`src/rtl/dbg_trace_pkg.sv`:
```
// dbg_trace_pkg: shared types and constants for the FSM state trace block.
//   dbg_chw()          channel-id field width for a given channel count
//   dbg_entry_t        entry layout {chan, state, ts} at the default widths
//   DBG_TRACE_POST_DIV post-trigger capture is DEPTH / DBG_TRACE_POST_DIV entries
//   fz_state_e         freeze controller states
package dbg_trace_pkg;

  localparam int DBG_TRACE_POST_DIV = 2;

  // A single channel still needs a 1-bit id field so the entry layout is uniform.
  function automatic int dbg_chw(input int n);
    return (n > 1) ? $clog2(n) : 1;
  endfunction

  localparam int DBG_NCH_DEF  = 5;
  localparam int DBG_ST_W_DEF = 5;
  localparam int DBG_TS_W_DEF = 16;
  localparam int DBG_CHW_DEF  = dbg_chw(DBG_NCH_DEF);

  typedef struct packed {
    logic [DBG_CHW_DEF-1:0]  chan;
    logic [DBG_ST_W_DEF-1:0] state;
    logic [DBG_TS_W_DEF-1:0] ts;
  } dbg_entry_t;

  typedef enum logic [1:0] {
    FZ_IDLE   = 2'd0,
    FZ_ARMED  = 2'd1,
    FZ_FROZEN = 2'd2
  } fz_state_e;

endpackage

```
`src/rtl/dbg_fsm_trace_if.sv`:
```
// dbg_fsm_trace_if: valid/ready readout port of the trace FIFO.
//   rd_valid  entry available (source -> sink)
//   rd_ready  sink accepts head entry (sink -> source)
//   rd_data   head entry {chan, state, ts}, DW bits
interface dbg_fsm_trace_if #(
  parameter int DW = 24
);
  logic          rd_valid;
  logic          rd_ready;
  logic [DW-1:0] rd_data;

  modport master (output rd_valid, output rd_data, input rd_ready);
  modport slave  (input rd_valid, input rd_data, output rd_ready);
endinterface

```
`src/rtl/dbg_trace_fifo.sv`:
```
// dbg_trace_fifo: synchronous first-word-fall-through FIFO.
//   clk, rst   clock, synchronous active-high reset
//   clr_i      synchronous flush (priority over push/pop)
//   push_i     write din_i (ignored when full)
//   din_i      write data
//   pop_i      drop head entry (ignored when empty)
//   dout_o     head entry, zero when empty
//   full_o     DEPTH entries held
//   empty_o    no entries held
//   fill_o     occupancy 0..DEPTH
module dbg_trace_fifo #(
  parameter int DW    = 24,
  parameter int DEPTH = 16
) (
  input  logic                     clk,
  input  logic                     rst,
  input  logic                     clr_i,
  input  logic                     push_i,
  input  logic [DW-1:0]            din_i,
  input  logic                     pop_i,
  output logic [DW-1:0]            dout_o,
  output logic                     full_o,
  output logic                     empty_o,
  output logic [$clog2(DEPTH):0]   fill_o
);
  localparam int AW = $clog2(DEPTH);

  logic [DW-1:0]  mem_q [DEPTH];
  logic [AW-1:0]  wptr_q, rptr_q;
  logic [AW:0]    cnt_q;
  logic           do_push, do_pop;

  assign full_o  = (cnt_q == (AW+1)'(DEPTH));
  assign empty_o = (cnt_q == '0);
  assign fill_o  = cnt_q;
  assign do_push = push_i & ~full_o;
  assign do_pop  = pop_i & ~empty_o;
  // Hide stale storage so the read port reads zero when nothing is queued.
  assign dout_o  = empty_o ? '0 : mem_q[rptr_q];

  always_ff @(posedge clk) begin
    if (do_push) mem_q[wptr_q] <= din_i;
  end

  always_ff @(posedge clk) begin
    if (rst || clr_i) begin
      wptr_q <= '0;
      rptr_q <= '0;
      cnt_q  <= '0;
    end else begin
      if (do_push) wptr_q <= wptr_q + 1'b1;
      if (do_pop)  rptr_q <= rptr_q + 1'b1;
      case ({do_push, do_pop})
        2'b10:   cnt_q <= cnt_q + 1'b1;
        2'b01:   cnt_q <= cnt_q - 1'b1;
        default: cnt_q <= cnt_q;
      endcase
    end
  end
endmodule

```
`src/rtl/dbg_fsm_trace.sv`:
```
// dbg_fsm_trace: timestamped change log of NCH FSM state buses.
//   clk, rst   clock, synchronous active-high reset
//   fsm_in     packed states, channel i at [i*ST_W +: ST_W]
//   trace_en   enable change capture (timestamp always runs)
//   clr        flush FIFO, overflow, freeze, timestamp and shadows
//   trig       fault trigger (post-trigger freeze build only)
//   rd         readout port (master): {chan, state, ts} entries
//   fill       FIFO occupancy
//   ovf        sticky: a change was held back by a full FIFO
//   frozen     capture stopped after the post-trigger window
// Build option: DBG_TRACE_FREEZE_EN enables the trig-driven freeze.
module dbg_fsm_trace
  import dbg_trace_pkg::*;
#(
  parameter int NCH   = 5,
  parameter int ST_W  = 5,
  parameter int TS_W  = 16,
  parameter int DEPTH = 16
) (
  input  logic                   clk,
  input  logic                   rst,
  input  logic [NCH*ST_W-1:0]    fsm_in,
  input  logic                   trace_en,
  input  logic                   clr,
  input  logic                   trig,
  dbg_fsm_trace_if.master        rd,
  output logic [$clog2(DEPTH):0] fill,
  output logic                   ovf,
  output logic                   frozen
);
  localparam int CHW = dbg_chw(NCH);
  localparam int DW  = CHW + ST_W + TS_W;

  logic [NCH-1:0][ST_W-1:0] st, sh_q;
  logic [NCH-1:0]           pend;
  logic [CHW-1:0]           sel;
  logic [ST_W-1:0]          st_sel;
  logic                     any_pend, want_push, push, full, empty;
  logic [TS_W-1:0]          ts_q;
  logic                     ovf_q;

  assign st = fsm_in;

  for (genvar i = 0; i < NCH; i++) begin : g_pend
    assign pend[i] = (st[i] != sh_q[i]);
  end

  // Fixed priority: scanning downward leaves the lowest pending index in sel.
  always_comb begin
    sel      = '0;
    st_sel   = '0;
    any_pend = 1'b0;
    for (int i = NCH-1; i >= 0; i--) begin
      if (pend[i]) begin
        sel      = CHW'(i);
        st_sel   = st[i];
        any_pend = 1'b1;
      end
    end
  end

  // full is the registered occupancy, so a same-cycle pop never frees a slot.
  assign want_push = trace_en & any_pend & ~frozen;
  assign push      = want_push & ~full;

  always_ff @(posedge clk) begin
    if (rst || clr) begin
      ts_q  <= '0;
      ovf_q <= 1'b0;
      sh_q  <= '0;
    end else begin
      ts_q <= ts_q + 1'b1;
      if (want_push && full) ovf_q <= 1'b1;
      // Shadow only advances on a logged entry; blocked changes stay pending
      // and coalesce into whatever value is present when serviced.
      for (int i = 0; i < NCH; i++)
        if (push && sel == CHW'(i)) sh_q[i] <= st[i];
    end
  end

  dbg_trace_fifo #(.DW(DW), .DEPTH(DEPTH)) u_fifo (
    .clk     (clk),
    .rst     (rst),
    .clr_i   (clr),
    .push_i  (push),
    .din_i   ({sel, st_sel, ts_q}),
    .pop_i   (rd.rd_ready),
    .dout_o  (rd.rd_data),
    .full_o  (full),
    .empty_o (empty),
    .fill_o  (fill)
  );

  assign rd.rd_valid = ~empty;
  assign ovf         = ovf_q;

`ifdef DBG_TRACE_FREEZE_EN
  localparam int POST_N = DEPTH / DBG_TRACE_POST_DIV;
  localparam int PCW    = $clog2(POST_N + 1);

  fz_state_e      fz_q, fz_d;
  logic           trig_q;
  logic [PCW-1:0] post_q, post_d;

  always_ff @(posedge clk) begin
    if (rst) trig_q <= 1'b0;
    else     trig_q <= trig;
  end

  always_ff @(posedge clk) begin
    if (rst || clr) begin
      fz_q   <= FZ_IDLE;
      post_q <= '0;
    end else begin
      fz_q   <= fz_d;
      post_q <= post_d;
    end
  end

  // Pushes in the edge-detect cycle itself precede arming and are not counted.
  always_comb begin
    fz_d   = fz_q;
    post_d = post_q;
    case (fz_q)
      FZ_IDLE: begin
        if (trig && !trig_q) begin
          fz_d   = FZ_ARMED;
          post_d = '0;
        end
      end
      FZ_ARMED: begin
        if (push) begin
          if (post_q == PCW'(POST_N - 1)) fz_d = FZ_FROZEN;
          else                            post_d = post_q + 1'b1;
        end
      end
      FZ_FROZEN: fz_d = FZ_FROZEN;
      default:   fz_d = FZ_IDLE;
    endcase
  end

  assign frozen = (fz_q == FZ_FROZEN);
`else
  logic unused_trig;
  assign unused_trig = trig;
  assign frozen      = 1'b0;
`endif
endmodule

```
`src/flat_wrapper.sv`:
```
// flat-port wrapper written by rule: the top's interface ports become plain ports
module dbg_fsm_trace_flat import dbg_trace_pkg::*;
#(
  parameter int NCH   = 5,
  parameter int ST_W  = 5,
  parameter int TS_W  = 16,
  parameter int DEPTH = 16
)
  (clk, rst, fsm_in, trace_en, clr, trig, fill, ovf, frozen, rd_rd_valid, rd_rd_data, rd_rd_ready);
  dbg_fsm_trace_if #(.DW((24))) rd_i ();
  input  logic clk;
  input  logic rst;
  input  logic [NCH*ST_W-1:0] fsm_in;
  input  logic trace_en;
  input  logic clr;
  input  logic trig;
  output logic [$clog2(DEPTH):0] fill;
  output logic ovf;
  output logic frozen;
  output wire logic [$bits(rd_i.rd_valid)-1:0] rd_rd_valid;
  output wire logic [$bits(rd_i.rd_data)-1:0] rd_rd_data;
  input wire logic [$bits(rd_i.rd_ready)-1:0] rd_rd_ready;
  assign rd_rd_valid = rd_i.rd_valid;
  assign rd_rd_data = rd_i.rd_data;
  assign rd_i.rd_ready = rd_rd_ready;
  dbg_fsm_trace #(.NCH(NCH), .ST_W(ST_W), .TS_W(TS_W), .DEPTH(DEPTH)) u_core (.clk(clk), .rst(rst), .fsm_in(fsm_in), .trace_en(trace_en), .clr(clr), .trig(trig), .rd(rd_i), .fill(fill), .ovf(ovf), .frozen(frozen));
endmodule
```
`config.mk`:
```
export PLATFORM = sky130hd
export DESIGN_NAME = dbg_fsm_trace_flat
export DESIGN_NICKNAME = d
export VERILOG_FILES = /design/src/rtl/dbg_trace_pkg.sv /design/src/rtl/dbg_fsm_trace_if.sv /design/src/rtl/dbg_trace_fifo.sv /design/src/rtl/dbg_fsm_trace.sv /design/src/flat_wrapper.sv
export SDC_FILE = /design/constraint.sdc
export NUM_CORES = 1
export LEC_CHECK = 0
export CORE_AREA = 2 2 174 176
export DETAILED_ROUTE_END_ITERATION = 8
export DIE_AREA = 0 0 176 178
export HOLD_SLACK_MARGIN = 0.15
export PLACE_DENSITY = 0.75
export SETUP_SLACK_MARGIN = 0.3
export SYNTH_ARGS = -nofsm -noshare
export SYNTH_HDL_FRONTEND = slang
export SYNTH_HIERARCHICAL = 1
export SYNTH_SLANG_ARGS = --single-unit
```
`constraint.sdc`:
```
create_clock -name clk -period 5.3 [get_ports clk]
set_clock_uncertainty 0.2 [all_clocks]
set_input_delay 1.06 -clock clk [delete_from_list [all_inputs] [get_ports clk]]
set_output_delay 1.06 -clock clk [all_outputs]
set_load 0.01 [all_outputs]
```
==> metrics.csv, run 1 <==
metric,value,unit
status,"complete, no violations",
tns,0,ps
yosys.area_share.simple,0.0544,
endpoint_kind,output pin,
reg2reg_slack,1520,ps
switching_power,1.36,mW
dpl_cell_area,19000,sq um
gr-total-overflow,0,
worstPathArrival,3380,ps
critPathMaxStageDelay,850,ps
dpl.hpwl,19800,microns
grt_max_degree,43,
wl_per_cell,24.3,microns
cp_slowest_cell,o211ai_4,
drc,0,
wl_met1,14600,microns
crit_buf_inv,1,
min_path_type,flop to flop,
slew_viol_final,0,
synthToLayoutAreaGrowth,14.0,%
fin_nets,1092,
leakage,6.31,nW
io_pins,63,
antenna_found_initial,0,
yosysSeqAreaShare,0.716,
ys_seq_elements,443,
drive_gt1_frac,0.223,
viasPerCell,6.22,
final_common_cell,edfxtp_1,
sw_frac_of_total,0.199,
synth.distinct_cells,52,
cts-htree-levels,2,
clockBufferDepth,3,
period_share,0.876,
rsz0062_at_grt,false,
p_per_area,337,nW/um^2
syn_area,17800,sq um
synth_edf_count,384,
place_congestion,0.854,
relSlewSlack,0.197,
synth_top_family_by_area,multiplexers,
wl_met2,18100,microns
num_vias,9168,
cts_setup_buffers,0,
p_int,5.46,mW
drv_cap,0,
die_w,176,microns
core-area,29400,sq um
postSynthCellCount,968,
layout_common_cells,"edfxtp_1, mux4_2, nor2_1",
fin_cells,1473,
peakVddDrop,276,uV
critPathLaunchType,flop,
grt_pass1_wl,54500,microns
worstPathCellList,or4_4 -> o211ai_4 -> nor2b_1 -> a221o_1 -> clkdlybuf4s50_1,
synth_compound_area_frac,0.0337,
first_pass_iters,5,
hold_buffers,0,
p_clk_frac,0.405,
setup_viol,0,
synthMuxAreaShare,0.148,
rows,63,
post_cts_resized,0,
postLayoutCellArea,20200,sq um
synth_fa_ha_area_frac,0.00634,
io_buffers,60,
tightest_slew,1200,ps
cts_tree,built,
ys_warn_count,6,
cts_root_buf,clkbuf_16,
path_clk_slew,60,ps
comb_power_share,0.038,
grt_usage,0.237,
top_layer_used,met4,
period_minus_slack,4640,ps
first_iter_violations,869,
crit_family,compound AO/OA/AOI/OAI gates,
cp.required,4040,ps
synth_fp_nets,1008,
cts_buffers,43,
synthArstFlopShare,0,
clock-sinks,443,
synth_top_flop_cell,edfxtp_1,
fmax,0.215,GHz
clock_latency,530,ps
postSynthAreaPerCell,18.3,sq um
dieArea,31300,sq um
antenna_left,0,
dr_wl_met3,2280,microns
cp_max_fo,24,
seqPwrFrac,0.557,
dp.cells,1397,
final-hold-violation-count,0,
die_h,178,microns
wl,35900,microns
synthXorXnorAreaFrac,0.0227,
worstSetupPathType,flop to output pin,
grt_pass1_vias,9259,
start_util,0.604,
antennaDiodeCount,0,
==> stage by stage <==
stage / power, mW / hold slack [ps] / utilization / worst slack, ps
global placement: 4.12 / 255 / 0.645 / 587
CTS: 6.86 / 269 / 0.688 / 628
global route: 7.00 / 306 / 0.688 / 562
finish: 6.81 / 271 / 0.688 / 657
floorplan: 4.02 / 249 / - / 784
detailed placement: 4.13 / 261 / 0.645 / 529
==> area by class of cell <==
cell class / instances / area (sq um)
inverters: 11 / 41.3
multi-input cells: 462 / 4810
clock buffers: 55 / 1130
clock inverters: 21 / 131
well taps: 390 / 488
fillers: 1848 / 9170
flip-flops and latches: 443 / 12700
repair buffers: 91 / 908
==> worst reg2reg max path, stage by stage, from the launching register on <==
cell,delay (ps)
dfxtp_1,390
or4_4,640
nor2_1,180
nand2b_1,330
a21oi_1,80
buf_4,170
o21a_1,200
inv_1,90
ha_1,320
xor2_1,180
ha_1,160
inv_1,70
a21o_1,150
a221oi_1,350
mux2i_1,210
==> cell families (layout without fill, tap and decap cells) <==
| logic type | after synthesis | in the layout |
|---|---|---|
| multiplexers | 139 | 139 |
| flip-flops | 443 | 443 |
| XOR/XNOR | 46 | 46 |
| adder cells (fa/ha/maj) | 9 | 9 |
| AND/OR/NAND/NOR | 189 | 189 |
| other | 1 | 1 |
| AO/OA/AOI/OAI | 78 | 78 |
| buffers and inverters | 63 | 178 |
==> final timing paths <==
check,startpoint,to,depth (start not counted)
setup / recovery,u_core/u_fifo/fill_o[1]$_SDFFE_PP0P_,rd_rd_data[22],5
hold / removal,u_core/sh_q[0]$_SDFFE_PP0P_,u_core/sh_q[0]$_SDFFE_PP0P_,2
setup reg to reg,u_core/u_fifo/fill_o[1]$_SDFFE_PP0P_,u_core/u_fifo/fill_o[4]$_SDFFE_PP0P_,14
hold reg to reg,u_core/sh_q[0]$_SDFFE_PP0P_,u_core/sh_q[0]$_SDFFE_PP0P_,2
==> per-layer routing <==
layer / up-vias / GRT usage
li1: 4021 / -
met1: 4776 / 0.322
met2: 303 / 0.404
met3: 68 / 0.0396
met4: 0 / 0.0661
met5: - / 0
==> flip-flops by register name, summed over array words and instances, names as in the netlist, named ones only <==
| register | flops |
|---|---|
| u_core/u_fifo/rptr_q | 4 |
| u_core/sh_q | 25 |
| u_core/ovf | 1 |
| u_core/u_fifo/mem_q | 384 |
| u_core/u_fifo/wptr_q | 4 |
| u_core/ts_q | 16 |
| u_core/u_fifo/fill_o | 5 |
==> power by group through the flow <==
stage	Combinational, mW	Sequential, mW	Clock [mW]
final	0.257	3.79	2.76
after global routing	0.277	3.79	2.93
after CTS	0.261	3.79	2.80
after detailed placement	0.259	3.87	0
after global placement	0.255	3.87	0
after floorplan	0.155	3.86	0
==> cell usage after synthesis, types with 7 or more instances <==
cell      count  area share
nor2_1       73       0.015
buf_2        20      0.0056
nor2b_1      25      0.0088
a221o_1      29       0.016
mux2i_1      19       0.011
mux2_2       24       0.015
inv_1        11      0.0023
edfxtp_1    384        0.65
buf_6         8      0.0051
o21ai_0      12      0.0034
nand3_1      19      0.0054
dfxtp_1      59       0.067
mux4_2       96        0.12
nand4_1       7      0.0025
xor2_1       19      0.0094
clkbuf_1     18      0.0038
xnor2_1      27       0.013
nand2_1      27      0.0057
a21oi_1      15      0.0042
ha_1          9      0.0063
No activity file was read; power rests on OpenSTA's default activity.
==> run 2, diff against run 1 <==
CELL_PAD_IN_SITES_DETAIL_PLACEMENT = 0   (was not set)
CELL_PAD_IN_SITES_GLOBAL_PLACEMENT = 1   (was not set)
CORE_AREA = 2 2 187 189   (was 2 2 174 176)
DIE_AREA = 0 0 189 191   (was 0 0 176 178)
PLACE_DENSITY = 0.84   (was 0.75)
clock period = 5 ns   (was 5.3 ns; I/O delays follow)
==> run 2 against run 1 <==
Die area grew 15%. Cell count grew 4.1%. Worst hold slack got worse by 1.9 ps. Design area grew 1.0%. Clock power grew 19%. Sequential cell count is the same. First-iteration DRC count increased by 0.92%. Via count decreased by 0.95%. Highest routed layer unchanged.
==> metrics.csv, run 2 (synthesis results as in run 1) <==
metric,value,unit
status,"complete, no violations",
cp.required,3800,ps
drc,0,
grt_max_degree,73,
post_cts_resized,0,
grt_usage,0.206,
antenna_found_initial,0,
first_iter_violations,877,
gr-total-overflow,0,
wl,36300,microns
largest-register,u_core/u_fifo/mem_q,
hold_slack,269,ps
drv_cap,0,
cts_setup_buffers,0,
leakage,6.33,nW
antenna_left,0,
fmax,0.221,GHz
period_share,0.903,
rows,68,
antennaDiodeCount,0,
viasPerCell,5.92,
reg.largest.list,"u_core/u_fifo/mem_q x384, u_core/sh_q x25, u_core/ts_q x16",
die_w,189,microns
setup_viol,0,
place_congestion,0.805,
slew_viol_final,0,
reg2reg_slack,1330,ps
clock-sinks,443,
grt_pass1_vias,9242,
clockBufferDepth,3,
dpl_cell_area,19000,sq um
io_buffers,60,
worstSetupPathType,flop to output pin,
dpl.hpwl,19500,microns
dieArea,36100,sq um
wl_per_cell,23.6,microns
cp_max_fo,36,
peakVddDrop,244,uV
final-hold-violation-count,0,
core-area,34100,sq um
first_pass_iters,5,
die_h,191,microns
min_path_type,flop to flop,
final_common_cell,edfxtp_1,
relSlewSlack,0.255,
worstPathArrival,3320,ps
start_util,0.520,
fin_ws,485,ps
cts_buffers,44,
fill_cells,2389,
hp-start,u_core/sh_q[0]$_SDFFE_PP0P_,
pre_cts_slack,404,ps
fin_nets,1084,
hold_end,u_core/sh_q[0]$_SDFFE_PP0P_,
period_minus_slack,4520,ps
grt_pass1_wl,55200,microns
io_pins,63,
cts-htree-levels,2,
p_per_area,371,nW/um^2
num_vias,9081,
final_core_util,0.599,
clock_latency,540,ps
critPathLaunchType,flop,
cts_root_buf,clkbuf_16,
r2r-start,u_core/u_fifo/fill_o[1]$_SDFFE_PP0P_,
endpoint_kind,output pin,
postLayoutCellArea,20400,sq um
synthToLayoutAreaGrowth,15.1,%
holdPathStages,2,
cts_tree,built,
reg2regPathDepth,13,
layout_common_cells,"edfxtp_1, mux4_2, nor2_1",
hold_buffers,0,
tightest_slew,1120,ps
largest_reg_flops,384,
drive_gt1_frac,0.227,
path_clk_slew,60,ps
rsz0062_at_grt,false,
tns,0,ps
worstReg2RegEnd,u_core/u_fifo/fill_o[4]$_SDFFE_PP0P_,
==> run 2: cell types whose count changed in the layout (fill, tap and decap cells not counted), moves of 2 or more <==
cell       change
clkbuf_8       +6
clkbuf_1       -2
inv_6          +2
buf_4          -7
clkinv_1       -6
bufinv_16      +3
buf_12         -2
==> run 2: area by class of cell <==
| type | count | area (sq um) | share of cell area |
|---|---|---|---|
| clock inverters | 21 | 245 | 0.0120 |
| well taps | 455 | 569 | 0.0279 |
| repair buffers | 82 | 816 | 0.0399 |
| clock buffers | 60 | 1230 | 0.0602 |
| flip-flops and latches | 443 | 12700 | 0.622 |
| inverters | 11 | 41.3 | 0.00202 |
| multi-input cells | 462 | 4810 | 0.235 |
==> run 2: routing by layer <==
metal  global-route usage  part of all wire  vias to the layer above
met5                    0                 0                        -
met4               0.0613             0.026                        0
met3               0.0386             0.066                       66
met2                0.350              0.50                      360
met1                0.273              0.41                     4650
li1                     -                 -                     4005
==> run 2: critical path: stages (launching register included) <==
cell and delay [ps]:
dfxtp_4 700, buf_12 340, mux4_2 550, mux2_2 290, a221o_1 350, clkdlybuf4s50_1 500
==> run 2: how the worst max path moves through the flow <==
stage | start | endpoint | slack [ps]
global placement | fsm_in[17] | u_core/u_fifo/fill_o[4]$_SDFFE_PP0P_ | 430
floorplan | fsm_in[24] | u_core/u_fifo/mem_q[0][0]$_DFFE_PP_ | 540
global route | flop | rd_rd_data[0] | 370
finish | flop | rd_rd_data[1] | 480
detailed placement | fsm_in[17] | u_core/u_fifo/fill_o[4]$_SDFFE_PP0P_ | 400
CTS | flop | rd_rd_data[1] | 430
==> run 2: stage by stage <==
stage	cells	total power, mW
final	1534	7.58
after global routing	1534	7.80
after global placement	1453	4.37
after detailed placement	1453	4.37
after floorplan	968	4.26
after CTS	1534	7.63
==> run 2: report_power, final <==
group          switching [mW]  leakage, nW  internal, mW
clock network            1.34        0.726          1.95
registers              0.0129         3.95          4.00
logic                   0.146         1.65         0.130
